File: src/rtl/dm163_scan_controller.sv
// Row-scan sequencer for an 8x8 RGB shield behind a DM163 driver: fetch 8 pixels, shift 192 bits, latch, light row.
// Optional power-up dot-correction load is built when DM163_DC_INIT_EN is defined.
module dm163_scan_controller #(
  parameter int         ON_CYCLES  = 1024,
  parameter int         LAT_CYCLES = 2
`ifdef DM163_DC_INIT_EN
  ,
  parameter logic [5:0] DC_VALUE   = 6'h3F
`endif
) (
  input  logic        clk,
  input  logic        rst_n,
  input  logic        enable,
  output logic [5:0]  rd_addr,
  input  logic [23:0] rd_data,
  output logic        sck,
  output logic        sda,
  output logic        lat,
  output logic        sb,
  output logic        dm_rst_n,
  output logic [2:0]  row_sel,
  output logic        row_en,
  output logic        frame_done,
  output logic [2:0]  dbg_state
);

  localparam int CNT_MAX = (ON_CYCLES > LAT_CYCLES) ? ON_CYCLES : LAT_CYCLES;
  localparam int CNT_W   = $clog2(CNT_MAX + 1);

`ifdef DM163_DC_INIT_EN
  typedef enum logic [2:0] {
    S_IDLE     = 3'd0,
    S_FETCH    = 3'd1,
    S_SHIFT    = 3'd2,
    S_LATCH    = 3'd3,
    S_DISPLAY  = 3'd4,
    S_DC_SHIFT = 3'd5,
    S_DC_LATCH = 3'd6
  } state_t;
`else
  typedef enum logic [2:0] {
    S_IDLE    = 3'd0,
    S_FETCH   = 3'd1,
    S_SHIFT   = 3'd2,
    S_LATCH   = 3'd3,
    S_DISPLAY = 3'd4
  } state_t;
`endif

  state_t            r_state;
  state_t            w_next_state;
  logic [2:0]        r_row;
  logic [2:0]        r_col;
  logic              r_half;
  logic [4:0]        r_bit;
  logic [23:0]       r_shift;
  logic [CNT_W-1:0]  r_cnt;
  logic [2:0]        r_row_sel;
  logic              r_row_en;
  logic              r_dm_rst_n;
  logic              w_bit_done;
  logic              w_lat_done;
  logic              w_on_done;
`ifdef DM163_DC_INIT_EN
  logic              r_dc_done;
  logic [5:0]        r_dc_pat;
  logic [7:0]        r_dc_bit;
  logic              w_dc_shift_done;
`endif

  assign w_bit_done = r_half && (r_bit == 5'd23);
  assign w_lat_done = (r_cnt == CNT_W'(LAT_CYCLES - 1));
  assign w_on_done  = (r_cnt == CNT_W'(ON_CYCLES - 1));
`ifdef DM163_DC_INIT_EN
  assign w_dc_shift_done = r_half && (r_dc_bit == 8'd143);
`endif

  always_ff @(posedge clk or negedge rst_n) begin
    if (!rst_n) r_state <= S_IDLE;
    else        r_state <= w_next_state;
  end

  // Next state plus the directly decoded DM163/frame-buffer outputs.
  always_comb begin
    w_next_state = r_state;
    rd_addr      = 6'd0;
    sck          = 1'b0;
    sda          = 1'b0;
    lat          = 1'b0;
    sb           = 1'b1;
    frame_done   = 1'b0;
    case (r_state)
      S_IDLE: begin
`ifdef DM163_DC_INIT_EN
        if (!r_dc_done)  w_next_state = S_DC_SHIFT;
        else if (enable) w_next_state = S_FETCH;
`else
        if (enable) w_next_state = S_FETCH;
`endif
      end
      S_FETCH: begin
        rd_addr = {r_row, r_col};
        if (r_half) w_next_state = S_SHIFT;
      end
      S_SHIFT: begin
        sck = r_half;
        sda = r_shift[23];
        if (w_bit_done) w_next_state = (r_col != 3'd0) ? S_FETCH : S_LATCH;
      end
      S_LATCH: begin
        lat = 1'b1;
        if (w_lat_done) w_next_state = S_DISPLAY;
      end
      S_DISPLAY: begin
        if (w_on_done) begin
          frame_done   = (r_row == 3'd7);
          w_next_state = enable ? S_FETCH : S_IDLE;
        end
      end
`ifdef DM163_DC_INIT_EN
      S_DC_SHIFT: begin
        sb  = 1'b0;
        sck = r_half;
        sda = r_dc_pat[5];
        if (w_dc_shift_done) w_next_state = S_DC_LATCH;
      end
      S_DC_LATCH: begin
        sb  = 1'b0;
        lat = 1'b1;
        if (w_lat_done) w_next_state = S_IDLE;
      end
`endif
      default: w_next_state = S_IDLE;
    endcase
  end

  always_ff @(posedge clk or negedge rst_n) begin
    if (!rst_n) begin
      r_row      <= 3'd0;
      r_col      <= 3'd7;
      r_half     <= 1'b0;
      r_bit      <= 5'd0;
      r_shift    <= 24'd0;
      r_cnt      <= '0;
      r_row_sel  <= 3'd0;
      r_row_en   <= 1'b0;
      r_dm_rst_n <= 1'b0;
`ifdef DM163_DC_INIT_EN
      r_dc_done  <= 1'b0;
      r_dc_pat   <= 6'd0;
      r_dc_bit   <= 8'd0;
`endif
    end else begin
      r_dm_rst_n <= 1'b1;
      case (r_state)
        S_IDLE: begin
          r_col  <= 3'd7;
          r_half <= 1'b0;
`ifdef DM163_DC_INIT_EN
          if (!r_dc_done) begin
            r_dc_pat <= DC_VALUE;
            r_dc_bit <= 8'd0;
          end
`endif
        end
        S_FETCH: begin
          r_half <= ~r_half;
          if (r_half) begin
            r_shift <= rd_data;
            r_bit   <= 5'd0;
          end
        end
        S_SHIFT: begin
          r_half <= ~r_half;
          if (r_half) begin
            r_shift <= {r_shift[22:0], 1'b0};
            r_bit   <= r_bit + 5'd1;
            if (r_bit == 5'd23) begin
              if (r_col != 3'd0) begin
                r_col <= r_col - 3'd1;
              end else begin
                // Blank the old row while the new data is latched in.
                r_col     <= 3'd7;
                r_row_sel <= r_row;
                r_row_en  <= 1'b0;
                r_cnt     <= '0;
              end
            end
          end
        end
        S_LATCH: begin
          r_cnt <= r_cnt + 1'b1;
          if (w_lat_done) begin
            r_cnt    <= '0;
            r_row_en <= 1'b1;
          end
        end
        S_DISPLAY: begin
          r_cnt <= r_cnt + 1'b1;
          if (w_on_done) begin
            r_cnt <= '0;
            r_row <= r_row + 3'd1;
            if (w_next_state == S_IDLE) begin
              r_row     <= 3'd0;
              r_row_sel <= 3'd0;
              r_row_en  <= 1'b0;
            end
          end
        end
`ifdef DM163_DC_INIT_EN
        S_DC_SHIFT: begin
          r_half <= ~r_half;
          if (r_half) begin
            r_dc_pat <= {r_dc_pat[4:0], r_dc_pat[5]};
            r_dc_bit <= r_dc_bit + 8'd1;
            if (w_dc_shift_done) r_cnt <= '0;
          end
        end
        S_DC_LATCH: begin
          r_cnt <= r_cnt + 1'b1;
          if (w_lat_done) begin
            r_cnt     <= '0;
            r_dc_done <= 1'b1;
          end
        end
`endif
        default: ;
      endcase
    end
  end

  assign row_sel   = r_row_sel;
  assign row_en    = r_row_en;
  assign dm_rst_n  = r_dm_rst_n;
  assign dbg_state = r_state;

endmodule
File: config.mk
export PLATFORM = sky130hd
export DESIGN_NAME = dm163_scan_controller
export DESIGN_NICKNAME = d
export VERILOG_FILES = /design/src/rtl/dm163_scan_controller.sv
export SDC_FILE = /design/constraint.sdc
export NUM_CORES = 1
export LEC_CHECK = 0
export ABC_AREA = 1
export BUFFER_PORTS_ARGS = -buffer_cell sky130_fd_sc_hd__buf_2
export CELL_PAD_IN_SITES_DETAIL_PLACEMENT = 0
export CELL_PAD_IN_SITES_GLOBAL_PLACEMENT = 2
export CORE_ASPECT_RATIO = 1.25
export CORE_MARGIN = 5
export CORE_UTILIZATION = 36
export CTS_BUF_LIST = sky130_fd_sc_hd__clkbuf_16
export CTS_CLUSTER_DIAMETER = 30
export CTS_CLUSTER_SIZE = 12
export DETAILED_ROUTE_END_ITERATION = 16
export PLACE_DENSITY = 0.95
export SETUP_SLACK_MARGIN = 0.2
export SYNTH_ARGS = -nofsm -noshare
export SYNTH_HDL_FRONTEND = slang
export SYNTH_SLANG_ARGS = --single-unit
File: constraint.sdc
create_clock -name clk -period 4.5 [get_ports clk]
set_input_delay 0.9 -clock clk [delete_from_list [all_inputs] [get_ports clk]]
set_output_delay 0.9 -clock clk [all_outputs]
set_load 0.02 [all_outputs]
After elaboration in Yosys (flattened, before gate mapping)
Index checks and enable logic that the tools add are counted.

Reduce and logical (&&, ||, !) cells: 16. Bitwise gates (word level): 1. Mux-type cells: 45. $add $sub $neg: 4. Equal/unequal tests: 15.

Operators with widths (number): $mux W11 (5); $mux W24 (2); $pmux W24 S2 (1); $mux W3 (14); $pmux W11 S3 (1); $pmux W3 S5 (1); $ne A2 B2 Y1 const B (7); $mux W1 (12); $pmux W3 S2 (2); $add A11 B1 Y11 const B (1); $eq A11 B1 Y1 const B (1); $eq A11 B10 Y1 const B (1); $mux W5 (2); $pmux W5 S2 (1); $reduce_bool A2 Y1 (4); $reduce_and A7 Y1 (1); $eq A3 B2 Y1 const B (2); $eq A3 B3 Y1 const B (2); $logic_not A3 Y1 (2); $mux W6 (1); $reduce_and A3 Y1 (2); $reduce_and A6 Y1 (1); $reduce_bool A3 Y1 (2); $add A5 B1 Y5 const B (1); other kinds (12) (12).

Flip-flop bits (word level): 55. Logic and storage cells: 91. Input bits: 27.

Depth between registers and ports, before layout
Depth after elaboration: 8. Depth in mapped cells: 14.

Least setup slack after synthesis
Ideal clock, no wire load.

Path kind: register to output. Start point: register r_state[2] (netlist: dbg_state[2]). End point: output port frame_done. Path buffers: 0. Data required time: 3.600 ns. Setup slack: 2.295 ns. Cell stages (with the launch flop): 5. Data arrival time: 1.305 ns. Path through: dfrtp_1 > inv_2 > nor3_4 > nand3_1 > nor2_1.

Longest elaborated chain between the ends: 2.

Ends and longest elaborated chain: start: declaration (RTL line 50) `state_t r_state;`; start signal: assignment (RTL line 80) `else r_state <= w_next_state;`; $eq A3 B3 Y1 (RTL line 92) `case (r_state)`; $mux W1 (RTL line 92); end: declaration (RTL line 23) `output logic frame_done,`.

No other way between the ends.

Final worst setup path
Start point: register r_state[2] (netlist: dbg_state[2]). End point: output port sda.

Longest elaborated chain between the ends: 2.

Ends and longest elaborated chain: $eq A3 B2 Y1 (RTL line 92); $mux W1 (RTL line 92); end: declaration (RTL line 17) `output logic sda,`.

No other way between the ends.

==> reports/qor_table.md <==
| Group | Quantity | Value |
| --- | --- | --- |
| die | Full die area | 9860 um^2 |
| synth | Number of enable flip-flop cells after synthesis | 0 |
| detailed routing | Number of design rule violations left after detail routing | 0 |
| pwr | Net Switching | 0.000990 W |
| clocking | Clock buffer depth | 2 |
| synth | Area share of the leading cell type in the synthesized netlist | 45.4% |
| worst setup path | Critical path data required time | 3.60 ns |
| pwr | Cell area power density | 663 nW/um^2 |
| timing | Relative max-transition margin | 49.9% |
| pwr | VDD IR max | 0.373 mV |
| worst setup path | Critical path startpoint category | register |
| synth | Cell count after synthesis | 351 |
| die | Placement Rows | 36 |
| worst setup path | Worst R2R Setup Slack | 2.22 ns |
| timing | Final setup TNS | 0 ns |
| worst setup path | Start-to-end type of the worst setup path | reg -> out |
| layout | Finished Core Util | 42.7% |
| placement | Final HPWL from detailed placement | 4550 um |
| pwr | Switching share of power | 44.9% |
| clocking | Clock latency on the worst-skew pair | 0.29 ns |
| pwr | Clock network fraction of design power | 17.3% |
| detailed routing | ANT nets after route | 0 |
| pwr | Final total power | 0.00220 W |
| worst setup path | Worst Reg2Reg Path Length in Cells | 9 |
| clocking | Number of clock buffers inserted by TritonCTS | 5 |
| synth | Synthesis warning total | 0 |
| detailed routing | Detailed-route vias per instance | 4.91 |
| worst setup path | Startpoint of the worst register-to-register path | dbg_state[2] |
| timing | Shortest clock period the worst path allows after layout | 2.73 ns |
| clocking | CTS tree | done |
| clocking | Post-CTS Resized | 0 |
| timing | Setup repair after global routing missed its margin | no |
| layout | Final instance area | 3330 um^2 |
| flow run | Max-cap viol count | 0 |
| worst setup path | Crit path launch | dbg_state[2] |
| clocking | Postcts setup bufs | 0 |
| synth | Top cells by area, synth | dfrtp_1 45%, nand2_1 7.5%, inv_1 7.3% |
| placement | Placed cell areas | 3180 um^2 |
| synth | Area leader, netlist | dfrtp_1 |
| detailed routing | Pre-antenna DRT Iters | 4 |
| worst setup path | CP Data Arrival Time | 1.83 ns |
| synth | Mean instance size in the synthesized netlist | 8.17 um^2 |
| worst setup path | Maximum fanout along the worst path | 50 |
| pwr | Combinational share of power | 47.0% |
| placement | Placer Congestion | 0.795 |
| detailed routing | Overall via count from detail_route | 2408 |
| grt | First-pass GRT wire length | 11000 um |
| status | Status | complete, no violations |
| grt | Total global-route track usage | 13.4% |
| synth | Library cells used by synthesis | 36 |
| clocking | Number of levels in the clock H-tree | 2 |
| detailed routing | Avg WL per Cell | 12.8 um |
| timing | Fin crit share | 60.7% |
| timing | Pins over their slew limit | 0 |
| worst setup path | Timing endpoint of the critical path | sda |
| die | Standard cell core area | 7790 um^2 |
| clocking | Hold bufs inserted after CTS | 0 |
| timing | Tightest Pin Transition | 0.751 ns |
| synth | Top FF cell, synth | dfrtp_1 |
| pwr | Internal power consumption | 0.00121 W |
| timing | Largest clock skew in the final design | 0.00347 ns |
| grt | Via count of the first global-routing pass | 2385 |
| worst setup path | Capturing element type of the critical path | primary output |
| die | Starting density of the core | 36.8% |
| die | Boundary pin count | 46 |
| synth | Post-synthesis cell area | 2870 um^2 |
| pwr | Leak pwr | 1.64 nW |
| detailed routing | Drt total wl | 6280 um |
| timing | Highest attainable clock frequency | 366 MHz |
| pwr | Sequential power share | 35.6% |
| worst setup path | RR Endpoint | row_sel[2] |
| timing | Worst Hold Slack | 0.475 ns |
| synth | Fraction of the yosys area taken by sequential cells | 48.1% |
| placement | Number of buffers added on ports | 44 |
| synth | Async set or reset register ratio after synthesis | 100% |
| clocking | Post-CTS clock slew at the launch and capture registers of the worst setup and hold paths | 0.07 ns |
| detailed routing | Number of DRC violations after detailed-routing iteration 0 | 62 |
| clocking | Number of sinks handled by clock tree synthesis | 55 |
| grt | Pin count of the biggest net entering global routing | 54 |
| die | DIE HEIGHT | 110 um |
| layout | Area delta synth->final | 16.0% |
| layout | Ant diodes | 0 |
| synth | Flops & latches, synth | 55 |
| grt | Number of antenna violations at the first check in global routing | 0 |
| min path | Class of the worst hold path | reg -> reg |
| timing | Final setup violation count | 0 |
| clocking | Buffer cell driving the clock tree root | clkbuf_16 |
| timing | Number of hold violations in the final report | 0 |
| layout | Net total in the final layout | 428 |
| layout | Fraction of layout cells with a size suffix above 1 | 18.2% |
| grt | Final global-route overflow total | 0 |
| die | Chip width | 89.8 um |
synth_stat cells, types with 2 or more instances:
master,number
a21oi_1,9
ha_1,7
dfrtp_1,52
nand3_1,17
xnor2_1,2
o21ai_1,5
nor3_2,2
o21ai_0,36
a21boi_1,2
clkbuf_1,6
buf_4,2
nand2_1,57
o211ai_1,23
inv_2,6
nand4_1,7
inv_1,56
xor2_1,2
buf_1,2
nor2_1,35
nand2_2,2
nor3_4,2
o22ai_1,2
dfstp_2,3
buf_2,2
through the flow:
step,cells,worst slack (ns)
after floorplan,352,2.30
after global placement,482,2.09
after detailed placement,482,2.09
after CTS,490,1.77
after global routing,490,1.62
final,490,1.77
flip-flops by register name, summed over array words and instances, names as in the netlist:
| signal | count |
|---|---|
| r_bit | 5 |
| dm_rst_n | 1 |
| r_row | 3 |
| dbg_state | 3 |
| r_shift | 24 |
| r_half | 1 |
| row_en | 1 |
| row_sel | 3 |
| r_cnt | 11 |
| r_col | 3 |
worst min path at each step:
stage               startpoint         end  slack (ns)  cells past startpoint
floorplan             r_bit[0]    r_bit[0]        0.47                      1
CTS                 row_sel[1]  row_sel[1]        0.48                      2
global route        row_sel[1]  row_sel[1]        0.51                      2
finish              row_sel[1]  row_sel[1]        0.47                      2
detailed placement  row_sel[1]  row_sel[1]        0.47                      2
global placement    row_sel[2]  row_sel[2]        0.45                      2
routing by layer:
metal	up-vias	wire [um]	track usage, %
li1	1227	-	-
met1	1119	2830	17.1
met2	55	3080	23.3
met3	7	306	3.15
met4	0	61	2.92
met5	-	0	0
kinds of logic (layout without fill, tap and decap cells):
kind of cell | after synthesis | in the layout | share of synthesized area [%]
other cells | 1 | 2 | 0.131
fa+ha+maj | 7 | 7 | 3.05
compound gates | 84 | 84 | 17.7
buf+inv | 74 | 117 | 10.0
simple gates | 126 | 126 | 19.8
xor+xnor | 4 | 4 | 1.22
flops | 55 | 55 | 48.1
power groups by stage:
stage                     logic [W]  registers [W]  clock network, W
final                       0.00104       0.000786          0.000382
after global routing        0.00119       0.000811          0.000415
after CTS                   0.00105       0.000787          0.000395
after detailed placement    0.00104       0.000796                 0
after global placement      0.00103       0.000789                 0
after floorplan            0.000759       0.000811                 0
critical path, stage by stage, from the launching register on:
cell	delay, ns
dfrtp_1	0.48
nor3_4	0.20
buf_4	0.44
inv_2	0.14
nor2_1	0.10
buf_2	0.17
cell usage in the layout (no fill, tap or decap), types with 2 or more instances in the layout:
| cell | instances |
|---|---|
| xnor2_1 | 2 |
| nor2_1 | 35 |
| dfstp_2 | 3 |
| o211ai_1 | 23 |
| inv_1 | 57 |
| conb_1 | 2 |
| ha_1 | 7 |
| buf_4 | 3 |
| xor2_1 | 2 |
| buf_2 | 44 |
| inv_2 | 6 |
| nand2_1 | 57 |
| a21oi_1 | 9 |
| nor3_4 | 3 |
| o21ai_0 | 36 |
| nand3_1 | 17 |
| clkbuf_16 | 5 |
| nand4_1 | 7 |
| nand2_2 | 2 |
| o21ai_1 | 5 |
| dfrtp_1 | 52 |
| o22ai_1 | 2 |
| a21boi_1 | 2 |
area by class of cell:
cell class | instances | area [um^2]
Multi-Input combinational cell | 223 | 1210
Timing Repair Buffer | 47 | 243
Fill cell | 806 | 4470
Clock buffer | 5 | 125
Sequential cell | 55 | 1380
Inverter | 62 | 233
Clock inverter | 3 | 16.3
Tap cell | 95 | 119
(Power assumes the default switching activity.)
